[src/rtl/apb_mem_responder.sv]
// APB3 completer with a small word-addressed register memory, programmable per-transfer
// wait states, and PSLVERR on misaligned or out-of-range accesses.
module apb_mem_responder #(
    parameter int unsigned ADDR_W = 32,
    parameter int unsigned DATA_W = 32,
    parameter int unsigned DEPTH  = 16,
    parameter int unsigned WAIT_W = 4
) (
    input  logic              hclk,
    input  logic              hreset_n,
    input  logic              psel,
    input  logic              penable,
    input  logic              pwrite,
    input  logic [ADDR_W-1:0] paddr,
    input  logic [DATA_W-1:0] pwdata,
    input  logic [WAIT_W-1:0] wait_cycles,
    output logic [DATA_W-1:0] prdata,
    output logic              pready,
    output logic              pslverr,
    output logic [7:0]        err_count
);

    localparam int unsigned IDX_W = (DEPTH > 1) ? $clog2(DEPTH) : 1;
    localparam int unsigned WIDX_W = ADDR_W - 2;
    localparam logic [WIDX_W-1:0] DepthW = WIDX_W'(DEPTH);

    typedef enum logic [0:0] {
        StIdle,
        StAccess
    } state_e;

    state_e              state_q, state_d;
    logic [WAIT_W-1:0]   cnt_q, cnt_d;
    logic [ADDR_W-1:0]   addr_q;
    logic                write_q;
    logic [DATA_W-1:0]   wdata_q;
    logic [7:0]          err_cnt_q, err_cnt_d;
    logic [DATA_W-1:0]   mem_q [DEPTH];

    logic                setup;
    logic                complete;
    logic                addr_err;
    logic [WIDX_W-1:0]   word_idx;
    logic [IDX_W-1:0]    mem_idx;

    // Everything below works off the address captured at SETUP, never the live bus.
    assign word_idx = addr_q[ADDR_W-1:2];
    assign mem_idx  = addr_q[IDX_W+1:2];
    assign addr_err = (addr_q[1:0] != 2'b00) || (word_idx >= DepthW);

    assign setup    = (state_q == StIdle) && psel && !penable;
    assign complete = (state_q == StAccess) && psel && penable && (cnt_q == '0);

    always_comb begin
        state_d = state_q;
        cnt_d   = cnt_q;
        unique case (state_q)
            StIdle: begin
                if (setup) begin
                    state_d = StAccess;
                    cnt_d   = wait_cycles;
                end
            end
            StAccess: begin
                if (!psel) begin
                    state_d = StIdle;
                    cnt_d   = '0;
                end else if (cnt_q != '0) begin
                    cnt_d = cnt_q - WAIT_W'(1);
                end else begin
                    state_d = StIdle;
                end
            end
            default: begin
                state_d = StIdle;
                cnt_d   = '0;
            end
        endcase
    end

    always_comb begin
        err_cnt_d = err_cnt_q;
        if (complete && addr_err && (err_cnt_q != 8'hFF)) begin
            err_cnt_d = err_cnt_q + 8'd1;
        end
    end

    always_ff @(posedge hclk or negedge hreset_n) begin
        if (!hreset_n) begin
            state_q   <= StIdle;
            cnt_q     <= '0;
            addr_q    <= '0;
            write_q   <= 1'b0;
            wdata_q   <= '0;
            err_cnt_q <= '0;
        end else begin
            state_q   <= state_d;
            cnt_q     <= cnt_d;
            err_cnt_q <= err_cnt_d;
            if (setup) begin
                addr_q  <= paddr;
                write_q <= pwrite;
                wdata_q <= pwdata;
            end
        end
    end

    always_ff @(posedge hclk or negedge hreset_n) begin
        if (!hreset_n) begin
            for (int i = 0; i < int'(DEPTH); i++) begin
                mem_q[i] <= '0;
            end
        end else if (complete && write_q && !addr_err) begin
            mem_q[mem_idx] <= wdata_q;
        end
    end

    assign pready    = complete;
    assign pslverr   = complete && addr_err;
    assign prdata    = (complete && !write_q && !addr_err) ? mem_q[mem_idx] : '0;
    assign err_count = err_cnt_q;

endmodule

[config.mk]
export PLATFORM = sky130hd
export DESIGN_NAME = apb_mem_responder
export DESIGN_NICKNAME = d
export VERILOG_FILES = /design/src/rtl/apb_mem_responder.sv
export SDC_FILE = /design/constraint.sdc
export NUM_CORES = 1
export LEC_CHECK = 0
export CAP_MARGIN = 20
export CORE_ASPECT_RATIO = 1.4
export CORE_UTILIZATION = 40
export CTS_CLUSTER_SIZE = 10
export DETAILED_ROUTE_END_ITERATION = 6
export GPL_TIMING_DRIVEN = 0
export PLACE_DENSITY_LB_ADDON = 0.08
export SLEW_MARGIN = 5
export SYNTH_ARGS = -nofsm -noshare
export SYNTH_HDL_FRONTEND = slang
export SYNTH_SLANG_ARGS = --single-unit
[constraint.sdc]
create_clock -name hclk -period 3.22 [get_ports hclk]
set_input_delay 0.644 -clock hclk [delete_from_list [all_inputs] [get_ports hclk]]
set_output_delay 0.644 -clock hclk [all_outputs]
set_load 0.1 [all_outputs]
==> results list <==
* GRT Resource Usage Total: 22.0%
* Register-to-Register Setup Slack: 140 ps
- The final reports fail on setup timing.
* Via count of the first global-routing pass: 16,842
- At the worst endpoint, the required time is 2580 ps.
* FF/Latch Area: 14,800 um^2
- In the final routed layout, each cell accounts on average for 25.8 um.
- Post-route DRC: 0
- Number of violations of the max-capacitance limit: 0
* Worst Setup Start Kind: flop
- In this run the critical register-to-register path is launched from cnt_q[0].
- Max Clock Freq: 300 MHz
- Entering global routing, the biggest net connects 116 pins.
* Transition time at the pin with the least slew margin: 1030 ps
* Ports placed on the boundary: 115
* Final period utilization: 103%
* Starting Density: 40.5%
- From bottom edge to top edge, the die measures 304 um.
- Counting I/O delays and the setup requirement, the final critical path takes 3330 ps.
- CTS tree: built
- Power spread over the standard cell area amounts to 542 nW/um^2.
- Final setup vio count: 32
- Number of antenna diodes: 0
- By startpoint and endpoint, the worst setup path is classified as reg2out.
- Clk sinks: 590
- The number of nets handed over by synthesis was 1,699.
- End point of the most critical hold path: state_q
- The floorplan has 110 rows.
* Hold Crit Depth: 3
- Total negative slack for setup checks: -2170 ps
- Level count of the clock H-tree: 3
* Cell area after placement: 28,600 um^2
- In this run the mean area of a mapped cell was 16.0 um^2.
- After detailed routing, the number of vias per cell comes to 5.56.
- Of the cells placed in the final design, the portion with a size suffix greater than 1 is 57.0%.
- The first global-routing pass estimated 107,000 um of wire.
- Counting cells, the worst reg-to-reg path comes to 10.
* Die boundary width: 218 um
- Residual overflow from global routing: 0
- Fill cell total of the finished layout: 5,474
- Cell Area, Synth: 26,000 um^2
- Critical-path maximum fanout: 7
- Number of register bits inferred by synthesis: 590
- Leaving out fill and tap cells, the most frequent cell in the layout is dfrtp_1.
* Worst max-slew margin expressed relative to the limit: 30.8%
- Static leakage: 14.8 nW
* Clock Root Buffer: clkbuf_16
- Routability-driven placement finished with a final weighted congestion of 0.743.
- Final Hold Viols: 0
- The first detailed-routing pass ran for 4 iterations.
- Reg clk slew, reported paths: 50 ps
* Die footprint: 66,100 um^2
* CTS max path bufs: 3
- In the synthesized netlist, the number of instances is 1,624.
* Floorplan Core Area: 64,300 um^2
- Number of buffers created by CTS: 69
* DR vias: 15,012
* Final slew viol count: 0
* Worst flop-to-flop path endpoint: mem_q[14]
- Unrepaired setup endpoints after global routing: yes
- STA classifies the critical path endpoint as a primary output.
* YS warnings: 0
* DRC violation total after the first TritonRoute iteration: 769
* Post-route cell area: 32,000 um^2
* Antenna violations before repair: 0
* Post-layout worst setup margin: -112 ps
* Total area of multi-input combinational cells: 11,300 um^2
- For the final database, setup skew stands at 27.6 ps.
- The wire-length estimate of the detail-placed layout is 45,900 um.
- Count of input and output buffers: 113
* Path class of the lowest-slack min-delay path: in2reg
- Result of the run: finished, violations left
- At the end of the flow, the number of nets in the layout was 1,925.
* Number of antenna-violating nets in the routed design: 0
* Register area share after synthesis: 56.7%
- VDD sags by at most 438 uV.
- Clk Latency, worst-skew pair: 600 ps
- For the worst setup path, the data arrival time is 2690 ps.
- The worst hold path begins at psel.
- The top cell types in the final layout, fill and taps aside, are dfrtp_1 (589), mux2_2 (579), mux4_2 (128).
- Aggregate routed wire length: 69,800 um
- Yosys mapped the design onto 33 distinct sky130hd cell types.
* Layout Area Growth over Synthesis: 22.8%
==> flip-flops by register name, indices dropped and copies added (netlist names) <==
| signal | flops |
|---|---|
| mem_q | 512 |
| cnt_q | 4 |
| wdata_q | 32 |
| state_q | 1 |
| write_q | 1 |
| err_count | 8 |
| addr_q | 32 |
==> synth_stat cells (all sizes together) <==
| cell | instances | area share [%] |
|---|---|---|
| dfrtp | 590 | 57 |
| mux2 | 579 | 25 |
| mux4 | 128 | 11 |
| buf | 70 | 1.5 |
| clkbuf | 68 | 0.98 |
| a22oi | 64 | 1.8 |
| a21oi | 35 | 0.67 |
| nand3 | 20 | 0.38 |
| nor4 | 11 | 0.38 |
| nor2 | 8 | 0.12 |
| a22o | 6 | 0.20 |
| inv | 6 | 0.086 |
| nand2 | 5 | 0.072 |
| xor2 | 5 | 0.17 |
| nand4 | 3 | 0.072 |
| nor2b | 3 | 0.072 |
| nor3 | 3 | 0.058 |
| nor3b | 3 | 0.13 |
| o21ai | 3 | 0.058 |
| a31o | 2 | 0.067 |
| and2 | 2 | 0.048 |
| ha | 2 | 0.096 |
| nand2b | 2 | 0.048 |
| a21o | 1 | 0.029 |
| a311oi | 1 | 0.034 |
| nor4b | 1 | 0.034 |
| o211ai | 1 | 0.029 |
| or3 | 1 | 0.024 |
| xnor2 | 1 | 0.034 |
==> critical path, cell delays in order, from the launching register on <==
cell and delay [ps]:
dfrtp_2 510, clkbuf_16 230, buf_8 110, buf_12 140, mux4_2 540, a22oi_2 250, a21oi_4 110, buf_12 180
==> worst max-delay path by stage <==
stage / start / to / slack [ps] / cells past startpoint
2_1_floorplan: cnt_q[0] / prdata[10] / -150 / 8
3_5_place_dp: addr_q[8] / prdata[20] / -1940 / 7
4_1_cts: addr_q[2] / prdata[30] / -180 / 7
6_report: addr_q[2] / prdata[30] / -110 / 7
5_1_grt: addr_q[2] / prdata[9] / -210 / 7
3_3_place_gp: hreset_n / mem_q[23] / -24710 / 1
==> stage by stage <==
step / total power, mW / util (%) / hold WS (ps) / worst slack (ps) / instances
finish: 17.3 / 49.7 / 443 / -112 / 2700
global route: 18.1 / 49.7 / 497 / -210 / 2700
detailed placement: 10.3 / 44.5 / 487 / -1940 / 2590
CTS: 17.5 / 49.1 / 413 / -177 / 2686
floorplan: 9.22 / - / 348 / -145 / 1624
global placement: 10.2 / 44.1 / 480 / -24710 / 2577
==> timing repair <==
| item | CTS | global route |
|---|---|---|
| buffers inserted | 12 | 14 |
| cloned | 4 | 0 |
| pin swaps | 23 | 24 |
| gates resized for setup | 492 | 73 |
| hold buffers | 1 | 0 |
| setup endpoints to repair | 514 | 95 |
| endpoints found under the hold margin | 20 | 0 |
==> final cells by class <==
type | count | area share [%]
flip-flops and latches | 590 | 46.2
multi-input cells | 890 | 35.4
repair buffers | 157 | 6.32
clock buffers | 80 | 5.69
well taps | 840 | 3.29
plain buffers | 136 | 3.04
inverters | 6 | 0.0704
clock inverters | 1 | 0.0274
==> cells by family after synthesis <==
logic type               count (synthesis)  synth area share (%)
multiplexers                           707                  36.1
buffers and inverters                  144                  2.54
adder cells (fa/ha/maj)                  2                0.0961
XOR/XNOR                                 6                 0.202
AO/OA/AOI/OAI                          113                  2.94
AND/OR/NAND/NOR                         62                  1.44
flip-flops                             590                  56.7
==> where the power goes <==
part / switching (mW) / internal (mW)
Sequential: 0.341 / 7.63
Clock: 2.87 / 3.93
Combinational: 1.54 / 1.03
Total: 4.75 / 12.6
==> per-layer routing <==
metal	share of wire (%)	GRT usage [%]	up-vias
met5	0	0	-
met2	52	37.5	261
met3	3.7	3.40	87
met1	42	28.5	8136
met4	2.4	7.08	0
li1	-	-	6528
(Power assumes the default switching activity.)
